`config.mk`:
```
export PLATFORM = sky130hd
export DESIGN_NAME = ifu_fetch
export DESIGN_NICKNAME = d
export VERILOG_FILES = /design/src/rtl/cpu_pkg.sv /design/src/rtl/ifu_skid_buf.sv /design/src/rtl/ifu_fetch.sv
export SDC_FILE = /design/constraint.sdc
export NUM_CORES = 1
export LEC_CHECK = 0
export ABC_AREA = 1
export BUFFER_PORTS_ARGS = -buffer_cell sky130_fd_sc_hd__buf_4
export CORE_MARGIN = 3
export CORE_UTILIZATION = 40
export DETAILED_ROUTE_END_ITERATION = 12
export GPL_TIMING_DRIVEN = 0
export PLACE_DENSITY = 0.66
export SLEW_MARGIN = 10
export SYNTH_ARGS = -nofsm -noshare
export SYNTH_HDL_FRONTEND = slang
export SYNTH_HIERARCHICAL = 1
export SYNTH_SLANG_ARGS = --single-unit
```
`constraint.sdc`:
```
create_clock -name clk -period 7.55 [get_ports clk]
set_clock_uncertainty 0.1 [all_clocks]
set_input_delay 0.3775 -clock clk [delete_from_list [all_inputs] [get_ports clk]]
set_output_delay 0.3775 -clock clk [all_outputs]
set_load 0.01 [all_outputs]
```
`src/rtl/cpu_pkg.sv`:
```
// rtl/cpu_pkg.sv - shared constants, fetch FSM encoding and helpers for the fetch front end
//
// Contents:
//   RESET_PC_DEF  default reset PC (32'h0000_3000)
//   XLEN          instruction / address width (32)
//   fetch_state_e fetch FSM states BOOT / RUN / HALT
//   misaligned()  true when an address is not word aligned
package cpu_pkg;

    localparam logic [31:0] RESET_PC_DEF = 32'h0000_3000;
    localparam int          XLEN         = 32;

    typedef enum logic [1:0] {
        ST_BOOT = 2'd0,
        ST_RUN  = 2'd1,
        ST_HALT = 2'd2
    } fetch_state_e;

    function automatic logic misaligned(input logic [XLEN-1:0] addr);
        return addr[1:0] != 2'b00;
    endfunction

endpackage

```
`src/rtl/ifu_skid_buf.sv`:
```
// rtl/ifu_skid_buf.sv - two-entry output/skid buffer between fetch responses and decode
//
// Ports:
//   clk, reset_n          clock, asynchronous active-low reset
//   s_tvalid, s_tdata     incoming fetch response {pc, instr}; always accepted
//   m_tvalid, m_tready    output handshake towards decode
//   m_tdata               output register contents {pc, instr}
//   occ                   number of valid entries (0..2)
//
// The upstream issue logic guarantees a response never arrives while both
// entries are full and no dequeue happens, so there is no s_tready.
module ifu_skid_buf #(
    parameter int W = 64
) (
    input  logic         clk,
    input  logic         reset_n,
    input  logic         s_tvalid,
    input  logic [W-1:0] s_tdata,
    output logic         m_tvalid,
    input  logic         m_tready,
    output logic [W-1:0] m_tdata,
    output logic [1:0]   occ
);

    logic         out_valid_q, out_valid_d;
    logic [W-1:0] out_data_q,  out_data_d;
    logic         skid_valid_q, skid_valid_d;
    logic [W-1:0] skid_data_q,  skid_data_d;
    logic         deq;

    assign deq = out_valid_q & m_tready;

    always_comb begin
        out_valid_d  = out_valid_q;
        out_data_d   = out_data_q;
        skid_valid_d = skid_valid_q;
        skid_data_d  = skid_data_q;

        // Dequeue first: the older skid entry refills the output register.
        if (deq) begin
            if (skid_valid_q) begin
                out_data_d   = skid_data_q;
                skid_valid_d = 1'b0;
            end else begin
                out_valid_d  = 1'b0;
            end
        end

        // A new word only bypasses into the output register when nothing older
        // remains ahead of it; otherwise it parks in the skid register.
        if (s_tvalid) begin
            if (!out_valid_q || (deq && !skid_valid_q)) begin
                out_valid_d = 1'b1;
                out_data_d  = s_tdata;
            end else begin
                skid_valid_d = 1'b1;
                skid_data_d  = s_tdata;
            end
        end
    end

    always_ff @(posedge clk or negedge reset_n) begin
        if (!reset_n) begin
            out_valid_q  <= 1'b0;
            out_data_q   <= '0;
            skid_valid_q <= 1'b0;
            skid_data_q  <= '0;
        end else begin
            out_valid_q  <= out_valid_d;
            out_data_q   <= out_data_d;
            skid_valid_q <= skid_valid_d;
            skid_data_q  <= skid_data_d;
        end
    end

    assign m_tvalid = out_valid_q;
    assign m_tdata  = out_data_q;
    assign occ      = {1'b0, out_valid_q} + {1'b0, skid_valid_q};

endmodule

```
`src/rtl/ifu_fetch.sv`:
```
// rtl/ifu_fetch.sv - PC register, fetch FSM and instruction-memory front end feeding decode
//
// Optional feature macro: IFU_RANGE_CHECK_EN (also fault on npc outside the
// instruction memory window; when undefined such addresses wrap via im_addr).
//
// Ports:
//   clk, reset_n     clock, asynchronous active-low reset
//   npc              next PC from NPC, committed when a fetch issues
//   pc               current PC, to NPC now_PC
//   im_addr          instruction memory word address
//   im_en            read strobe, high exactly on issue cycles
//   im_rdata         read data, valid the cycle after im_en
//   instr, instr_pc  instruction and its PC to decode
//   instr_valid      instr/instr_pc valid
//   instr_ready      decode accepts when valid & ready
//   fault            sticky fetch fault
module ifu_fetch
    import cpu_pkg::*;
#(
    parameter logic [31:0] RESET_PC = RESET_PC_DEF,
    parameter int          IM_DEPTH = 4096
) (
    input  logic                        clk,
    input  logic                        reset_n,
    input  logic [XLEN-1:0]             npc,
    output logic [XLEN-1:0]             pc,
    output logic [$clog2(IM_DEPTH)-1:0] im_addr,
    output logic                        im_en,
    input  logic [XLEN-1:0]             im_rdata,
    output logic [XLEN-1:0]             instr,
    output logic [XLEN-1:0]             instr_pc,
    output logic                        instr_valid,
    input  logic                        instr_ready,
    output logic                        fault
);

    localparam int AW = $clog2(IM_DEPTH);

    fetch_state_e    state_q, state_d;
    logic [XLEN-1:0] pc_q, pc_d;
    logic            pending_q, pending_d;
    logic [XLEN-1:0] pend_pc_q, pend_pc_d;
    logic            fault_q, fault_d;

    logic [1:0]      buf_occ;
    logic [2:0]      occ;
    logic            deq;
    logic            issue;
    logic            bad_npc;

    ifu_skid_buf #(.W(2*XLEN)) u_buf (
        .clk      (clk),
        .reset_n  (reset_n),
        .s_tvalid (pending_q),
        .s_tdata  ({pend_pc_q, im_rdata}),
        .m_tvalid (instr_valid),
        .m_tready (instr_ready),
        .m_tdata  ({instr_pc, instr}),
        .occ      (buf_occ)
    );

    // Count the in-flight word too, so an issue is only made when its
    // response is guaranteed a free buffer slot on arrival.
    assign occ   = {2'b00, pending_q} + {1'b0, buf_occ};
    assign deq   = instr_valid & instr_ready;
    assign issue = (state_q == ST_RUN) && ((occ - {2'b00, deq}) < 3'd2);

`ifdef IFU_RANGE_CHECK_EN
    localparam logic [32:0] IM_END = {1'b0, RESET_PC} + 33'(4 * IM_DEPTH);
    assign bad_npc = misaligned(npc) || (npc < RESET_PC) || ({1'b0, npc} >= IM_END);
`else
    assign bad_npc = misaligned(npc);
`endif

    always_comb begin
        state_d   = state_q;
        pc_d      = pc_q;
        pending_d = pending_q;
        pend_pc_d = pend_pc_q;
        fault_d   = fault_q;

        case (state_q)
            ST_BOOT: state_d = ST_RUN;
            ST_RUN:  state_d = ST_RUN;
            ST_HALT: state_d = ST_HALT;
            default: state_d = ST_BOOT;
        endcase

        // The response for the previous issue is consumed this cycle.
        if (pending_q) begin
            pending_d = 1'b0;
        end

        // The word at pc_q is fetched even when npc is bad; only the PC
        // advance is refused, so the fault surfaces after that word.
        if (issue) begin
            pending_d = 1'b1;
            pend_pc_d = pc_q;
            if (bad_npc) begin
                fault_d = 1'b1;
                state_d = ST_HALT;
            end else begin
                pc_d = npc;
            end
        end
    end

    always_ff @(posedge clk or negedge reset_n) begin
        if (!reset_n) begin
            state_q   <= ST_BOOT;
            pc_q      <= RESET_PC;
            pending_q <= 1'b0;
            pend_pc_q <= '0;
            fault_q   <= 1'b0;
        end else begin
            state_q   <= state_d;
            pc_q      <= pc_d;
            pending_q <= pending_d;
            pend_pc_q <= pend_pc_d;
            fault_q   <= fault_d;
        end
    end

    assign pc      = pc_q;
    assign im_en   = issue;
    assign im_addr = AW'((pc_q - RESET_PC) >> 2);
    assign fault   = fault_q;

endmodule

```
==> run_results.csv, run 1 <==
group,metric,value,unit
synth,synth_warnings,6,
power,p_int,2890,uW
floorplan,start_util,41.5,%
synth,synth_cell_types,24,
cells_and_area,final_common_cell,"nand2_1",
synth,ys_ff_latch,198,
synth,syn_nets,1228,
sta,final_max_slew_viol_count,0,
synth,synthCells,1158,
sta,worstMarginPinSlew,0.638,ns
worst_setup_path,endpoint_kind,"output pin",
power,combPwrFrac,44.5,%
sta,fin_crit_sh,44.3,%
cells_and_area,nFillCells,2167,
global_route,antenna_found_initial,0,
synth,synth.top_cell.area_share,53.2,%
worst_setup_path,path_class,"register to output pin",
global_route,grt_pass1_wl,40.2,mm
worst_setup_path,cp.buffers_inverters,5,
worst_setup_path,cp_slowest_stage_delay,0.52,ns
cells_and_area,syn_to_final_growth,25.4,%
global_route,grt_pass1_vias,7797,
cells_and_area,fin_util,52.0,%
sta,fmax,299,MHz
detailed_routing,vias,7985,
floorplan,dieWidth,158,um
power,peakVddDrop,0.000217,V
cells_and_area,antennaDiodeCount,0,
power,seq_power_share,37.2,%
detailed_routing,antenna_left,0,
synth,synth_area,9230,um2
worst_setup_path,crit_arrival,2.87,ns
sta,fin_ws,4.20,ns
sta,rsz0062_at_grt,"false",
power,pwr_density_cell,427,nW/um2
global_route,grt.total_usage,20.4,%
clock_network,clk_latency,0.43,ns
detailed_routing,wl,24.9,mm
clock_network,post_cts_buffers,0,
place,dp_hpwl,17.6,mm
floorplan,num_io_pins,178,
worst_setup_path,crit_path_cell_trace,"ha_1 -> inv_1 -> ha_1 -> inv_1 -> nand2_1 -> fa_1 -> nand2_2 -> nor2_8 -> nand2_4 -> inv_4 -> buf_6 -> buf_4",
power,pwr-share-clk,18.3,%
sta,setup_tns,0,ns
global_route,grt-ovfl-total,0,
floorplan,core,22200,um2
place,finalWeightedCongestion,0.829,
detailed_routing,drcViolationCount,0,
sta,slew-limit-headroom,57.5,%
clock_network,clkSlewWorstSetupHoldPaths,0.07,ns
worst_setup_path,critPathTopFamily,"adder cells",
global_route,grt_max_degree,71,
clock_network,cts_tree,"yes",
place,io_buffers,177,
worst_setup_path,critPathSlowestCell,"fa_1",
worst_setup_path,cp.required,7.07,ns
clock_network,htreeDepth,4,
detailed_routing,drtIter0Drc,515,
cells_and_area,drive_gt1_share,22.0,%
sta,fin_crit,3.35,ns
run_status,status,"complete, no violations",
detailed_routing,wl_per_cell,15.1,um
power,swShare,41.4,%
power,p_switching,2040,uW
power,p_leak,0.00655,uW
detailed_routing,first_pass_iters,5,
sta,final-setup-viol-count,0,
min_path,hp-class,"input pin to register",
cells_and_area,final_cell_mix,"nand2_1, dfrtp_1, buf_4",
worst_setup_path,start_kind,"register",
cells_and_area,fin_nets,1427,
sta,hold_violations,0,
synth,syn_avg_cell_area,7.97,um2
detailed_routing,vias_per_cell,4.84,
floorplan,row_count,54,
clock_network,root_buffer,"clkbuf_16",
floorplan,dieArea,24900,um2
synth,yosys-top-cells-area,"dfrtp_1, nand2_1, nand3_1, nand4_1, inv_1",
flow_run,max-cap-violations,0,
clock_network,cts_sinks,198,
synth,ys_seq_area_share,53.7,%
clock_network,cts_buffers,17,
place,pre_cts_slack,4.63,ns
synth,synth.largest_area_cell,"dfrtp_1",
floorplan,die_h,158,um
clock_network,clk_path_buf_depth,2,
worst_setup_path,critical_path.max_fanout,11,
-- per-stage QoR --
stage	hold slack, ns	area (um2)	cells	total power [uW]
after CTS	0.0383	11600	1650	4980
after global routing	0.0437	11600	1650	5350
final	0.0526	11600	1650	4940
after floorplan	-0.0181	9230	1158	3160
after detailed placement	0.246	11000	1617	4060
after global placement	0.361	10900	1615	3990
-- routing by layer --
metal,GRT usage (%),wire [um]
met1,27.7,11000
met2,33.7,11800
met3,3.77,1850
met4,5.41,293
met5,0,0
-- power groups by stage --
stage / logic, uW / registers (uW) / clock network (uW)
3_3_place_gp: 2150 / 1840 / 0
6_report: 2200 / 1840 / 904
5_1_grt: 2480 / 1890 / 971
4_1_cts: 2220 / 1840 / 927
3_5_place_dp: 2200 / 1850 / 0
2_1_floorplan: 1280 / 1880 / 0
-- worst min-delay path, stage by stage --
cell and delay (ns):
buf_4 0.08, nand2_1 0.04, nand2_1 0.05
-- cell families after synthesis --
kind of cell             Yosys count  share of synthesized area [%]
adder cells (fa/ha/maj)            3                          0.488
AO/OA/AOI/OAI                      4                          0.271
flip-flops                       198                           53.7
AND/OR/NAND/NOR                  720                           34.1
buffers and inverters            232                           11.3
XOR/XNOR                           1                         0.0950
-- worst paths after layout --
path	from	endpoint	slack (ns)	depth (start not counted)
worst max-delay path	u_buf/skid_valid_q	im_en	4.20	12
worst min-delay path	im_rdata[13]	u_buf/skid_data_q[13]	0.05	3
worst max register to register	u_buf/skid_valid_q	pc[25]	4.87	12
worst min register to register	u_buf/skid_data_q[58]	u_buf/skid_data_q[58]	0.38	2
max in group asynchronous	reset_n	u_buf/skid_data_q[23]	5.94	4
min in group asynchronous	reset_n	pc[26]	0.35	2
-- registers in the layout (all words and copies together) (netlist names) --
signal,count
u_buf/skid_data_q,64
u_buf/m_tdata,64
pend_pc_q,32
state_q,2
u_buf/skid_valid_q,1
pc,32
pending_q,1
u_buf/m_tvalid,1
fault,1
-- timing repair --
item / CTS / global route
endpoints found under the setup margin: 0 / 0
gates resized for setup: 0 / 0
hold buffers: 1 / 0
endpoints found under the hold margin: 62 / 0
-- final cells by class --
| class | instances | area (um2) | area share, % |
|---|---|---|---|
| Buffer | 91 | 509 | 4.40 |
| Clock buffer | 18 | 429 | 3.71 |
| Clock inverter | 14 | 159 | 1.37 |
| Inverter | 141 | 532 | 4.60 |
| Multi-Input combinational cell | 728 | 3230 | 27.9 |
| Sequential cell | 198 | 4960 | 42.9 |
| Tap cell | 280 | 350 | 3.03 |
| Timing Repair Buffer | 180 | 1400 | 12.1 |
-- synth_stat cells --
cell,count
nand2_1,489
dfstp_2,2
buf_2,56
dfrtp_1,196
buf_6,4
nand4_1,94
nand3_1,128
nand3_2,3
o21bai_1,2
xor2_1,1
nor2_8,1
nand2_2,2
nor2_2,1
nand2_4,1
fa_1,1
ha_1,2
clkbuf_1,11
o21ai_0,2
inv_2,2
buf_1,2
nor2_1,1
inv_1,138
inv_4,1
buf_4,18
No activity file was read; power rests on OpenSTA's default activity.
==> inputs of run 2 (changes only) <==
--- a/config.mk
+++ b/config.mk
@@ -5,13 +5,13 @@
 export SDC_FILE = /design/constraint.sdc
 export NUM_CORES = 1
 export LEC_CHECK = 0
-export ABC_AREA = 1
+export ABC_AREA = 0
 export BUFFER_PORTS_ARGS = -buffer_cell sky130_fd_sc_hd__buf_4
 export CORE_MARGIN = 3
 export CORE_UTILIZATION = 40
 export DETAILED_ROUTE_END_ITERATION = 12
 export GPL_TIMING_DRIVEN = 0
-export PLACE_DENSITY = 0.66
+export PLACE_DENSITY = 0.68
 export SLEW_MARGIN = 10
 export SYNTH_ARGS = -nofsm -noshare
 export SYNTH_HDL_FRONTEND = slang
==> constraint.sdc (replaced) <==
create_clock -name clk -period 2.85 [get_ports clk]
set_clock_uncertainty 0.1 [all_clocks]
set_input_delay 0.1425 -clock clk [delete_from_list [all_inputs] [get_ports clk]]
set_output_delay 0.1425 -clock clk [all_outputs]
set_load 0.01 [all_outputs]
==> run_results.csv, run 2 <==
group,metric,value,unit
synth,synthTopCellsByCount,"dfrtp_1, mux2_4, inv_1, nor2_1, o22ai_1",
power,pwr-share-clk,15.5,%
clock_network,cts_sinks,198,
sta,final-setup-viol-count,0,
worst_setup_path,cp.required,3.06,ns
clock_network,cts_tree,"yes",
synth,synth.largest_area_cell,"dfrtp_1",
place,dp_hpwl,14.3,mm
sta,slew-limit-headroom,46.9,%
worst_setup_path,start_kind,"register",
synth,ys_ff_latch,198,
global_route,antenna_found_initial,0,
detailed_routing,wl,22.4,mm
synth,synth_warnings,6,
global_route,grt_pass1_wl,36.3,mm
detailed_routing,drcViolationCount,0,
clock_network,clk_latency,0.42,ns
synth,synth.top_cell.area_share,55.2,%
sta,worstMarginPinSlew,0.796,ns
floorplan,core,21400,um2
power,seq_power_share,36.2,%
floorplan,dieWidth,155,um
power,p_switching,5260,uW
worst_setup_path,crit_arrival,2.98,ns
clock_network,cts_buffers,17,
synth,synth_cell_types,29,
synth,async_flop_share,100,%
floorplan,num_io_pins,178,
synth,synth_area,8890,um2
worst_setup_path,critical_path.max_fanout,10,
cells_and_area,drive_gt1_share,40.5,%
cells_and_area,syn_to_final_growth,33.7,%
sta,fin_ws,0.0747,ns
sta,fin_crit,2.78,ns
flow_run,max-cap-violations,0,
clock_network,root_buffer,"clkbuf_16",
synth,synth.most_common_cell,"dfrtp_1",
place,io_buffers,177,
detailed_routing,first_pass_iters,5,
sta,fmax,360,MHz
synth,syn_nets,740,
synth,synth_edf_count,0,
cells_and_area,antennaDiodeCount,0,
worst_setup_path,path_class,"register to register",
power,combPwrFrac,48.3,%
synth,synthFlopType,"dfrtp_1",
synth,ys_seq_area_share,55.8,%
power,swShare,35.6,%
power,pwr_density_cell,1240,nW/um2
detailed_routing,wl_per_cell,18.2,um
synth,syn_avg_cell_area,13.3,um2
min_path,hp-class,"input pin to register",
floorplan,row_count,53,
global_route,grt_max_degree,103,
floorplan,die_h,155,um
place,finalWeightedCongestion,0.744,
cells_and_area,fin_util,55.5,%
power,p_int,9520,uW
detailed_routing,vias,6456,
run_status,status,"complete, no violations",
clock_network,clkSlewWorstSetupHoldPaths,0.07,ns
sta,setup_tns,0,ns
worst_setup_path,endpoint_kind,"register",
global_route,grt-ovfl-total,0,
floorplan,dieArea,24100,um2
sta,rsz0062_at_grt,"true",
synth,synthCells,670,
sta,fin_crit_sh,97.4,%
place,pre_cts_slack,-0.178,ns
cells_and_area,final_cell_mix,"dfrtp_1, buf_4, mux2_4",
floorplan,start_util,41.5,%
synth,yosys-top-cells-area,"dfrtp_1, mux2_4, a221oi_1, o22ai_1, inv_1",
detailed_routing,vias_per_cell,5.26,
global_route,grt_pass1_vias,6770,
clock_network,htreeDepth,4,
detailed_routing,drtIter0Drc,430,
power,peakVddDrop,0.000576,V
global_route,grt.total_usage,18.8,%
cells_and_area,final_common_cell,"dfrtp_1",
power,p_leak,0.00568,uW
sta,final_max_slew_viol_count,0,
cells_and_area,fin_nets,1009,
sta,hold_violations,0,
detailed_routing,antenna_left,0,
clock_network,clk_path_buf_depth,2,
run 2: through the flow:
stage / power, uW / hold slack, ns / cell area, um2 / std cells
2_1_floorplan: 9740 / -0.253 / 8890 / 670
3_3_place_gp: 12000 / 0.274 / 10600 / 1122
3_5_place_dp: 12300 / 0.138 / 10600 / 1123
4_1_cts: 14800 / 0.150 / 11900 / 1226
5_1_grt: 15700 / 0.158 / 11900 / 1227
6_report: 14800 / 0.157 / 11900 / 1227
run 2: cell type report:
| type | count | area, um2 |
|---|---|---|
| fillers | 1748 | 9530 |
| flip-flops and latches | 198 | 4960 |
| multi-input cells | 344 | 3300 |
| repair buffers | 250 | 2070 |
| clock buffers | 18 | 439 |
| plain buffers | 58 | 394 |
| well taps | 275 | 344 |
| inverters | 70 | 268 |
| clock inverters | 14 | 116 |
run 2: what timing repair did:
item                       CTS  global route
setup endpoints to repair   57            54
pin swaps                    5             1
resized for setup            4             3
hold buffers                65             0
hold endpoints to repair   197             0
buffers inserted             6             1
run 2: layer usage:
metal	wire, um	part of all wire, %	vias up	GRT usage [%]
met3	1200	5.3	25	3.98
met1	10300	46	3289	25.6
met5	0	0	-	0
met2	10600	47	205	30.5
met4	351	1.6	0	5.51
li1	-	-	2937	-
run 2: cell families after synthesis:
| family | synth area share, % |
|---|---|
| xor gates and xnor gates | 0.282 |
| and+or+nand+nor | 3.83 |
| buffers and inverters | 7.37 |
| muxes | 20.8 |
| DFF | 55.8 |
| AOI/OAI and AO/OA | 11.4 |
| adders and majority gates | 0.507 |
run 2: power groups by stage:
stage	registers (uW)	logic (uW)	clock network, uW
3_5_place_dp	5380	6880	0
5_1_grt	5560	7680	2460
6_report	5350	7140	2290
4_1_cts	5340	7140	2350
2_1_floorplan	5410	4330	0
3_3_place_gp	5320	6710	0
run 2: path summary, 6_finish.rpt:
path	cells past startpoint	endpoint	slack (ns)	start
min in group asynchronous	2	u_buf/skid_data_q[6]	0.23	reset_n
worst max-delay path	10	pend_pc_q[26]	0.07	u_buf/skid_valid_q
worst max register to register	10	pend_pc_q[26]	0.07	u_buf/skid_valid_q
worst min register to register	1	state_q[0]	0.34	state_q[1]
worst min-delay path	4	pc[2]	0.16	npc[1]
max in group asynchronous	3	pc[12]	1.48	reset_n
run 2: worst max-delay path, cell delays in order (launching register included):
cell	delay, ns
dfrtp_1	0.39
ha_1	0.28
inv_1	0.04
ha_1	0.26
nand2b_4	0.14
fa_2	0.57
nand4_4	0.15
clkinv_4	0.09
buf_12	0.10
buf_4	0.22
mux2_4	0.32
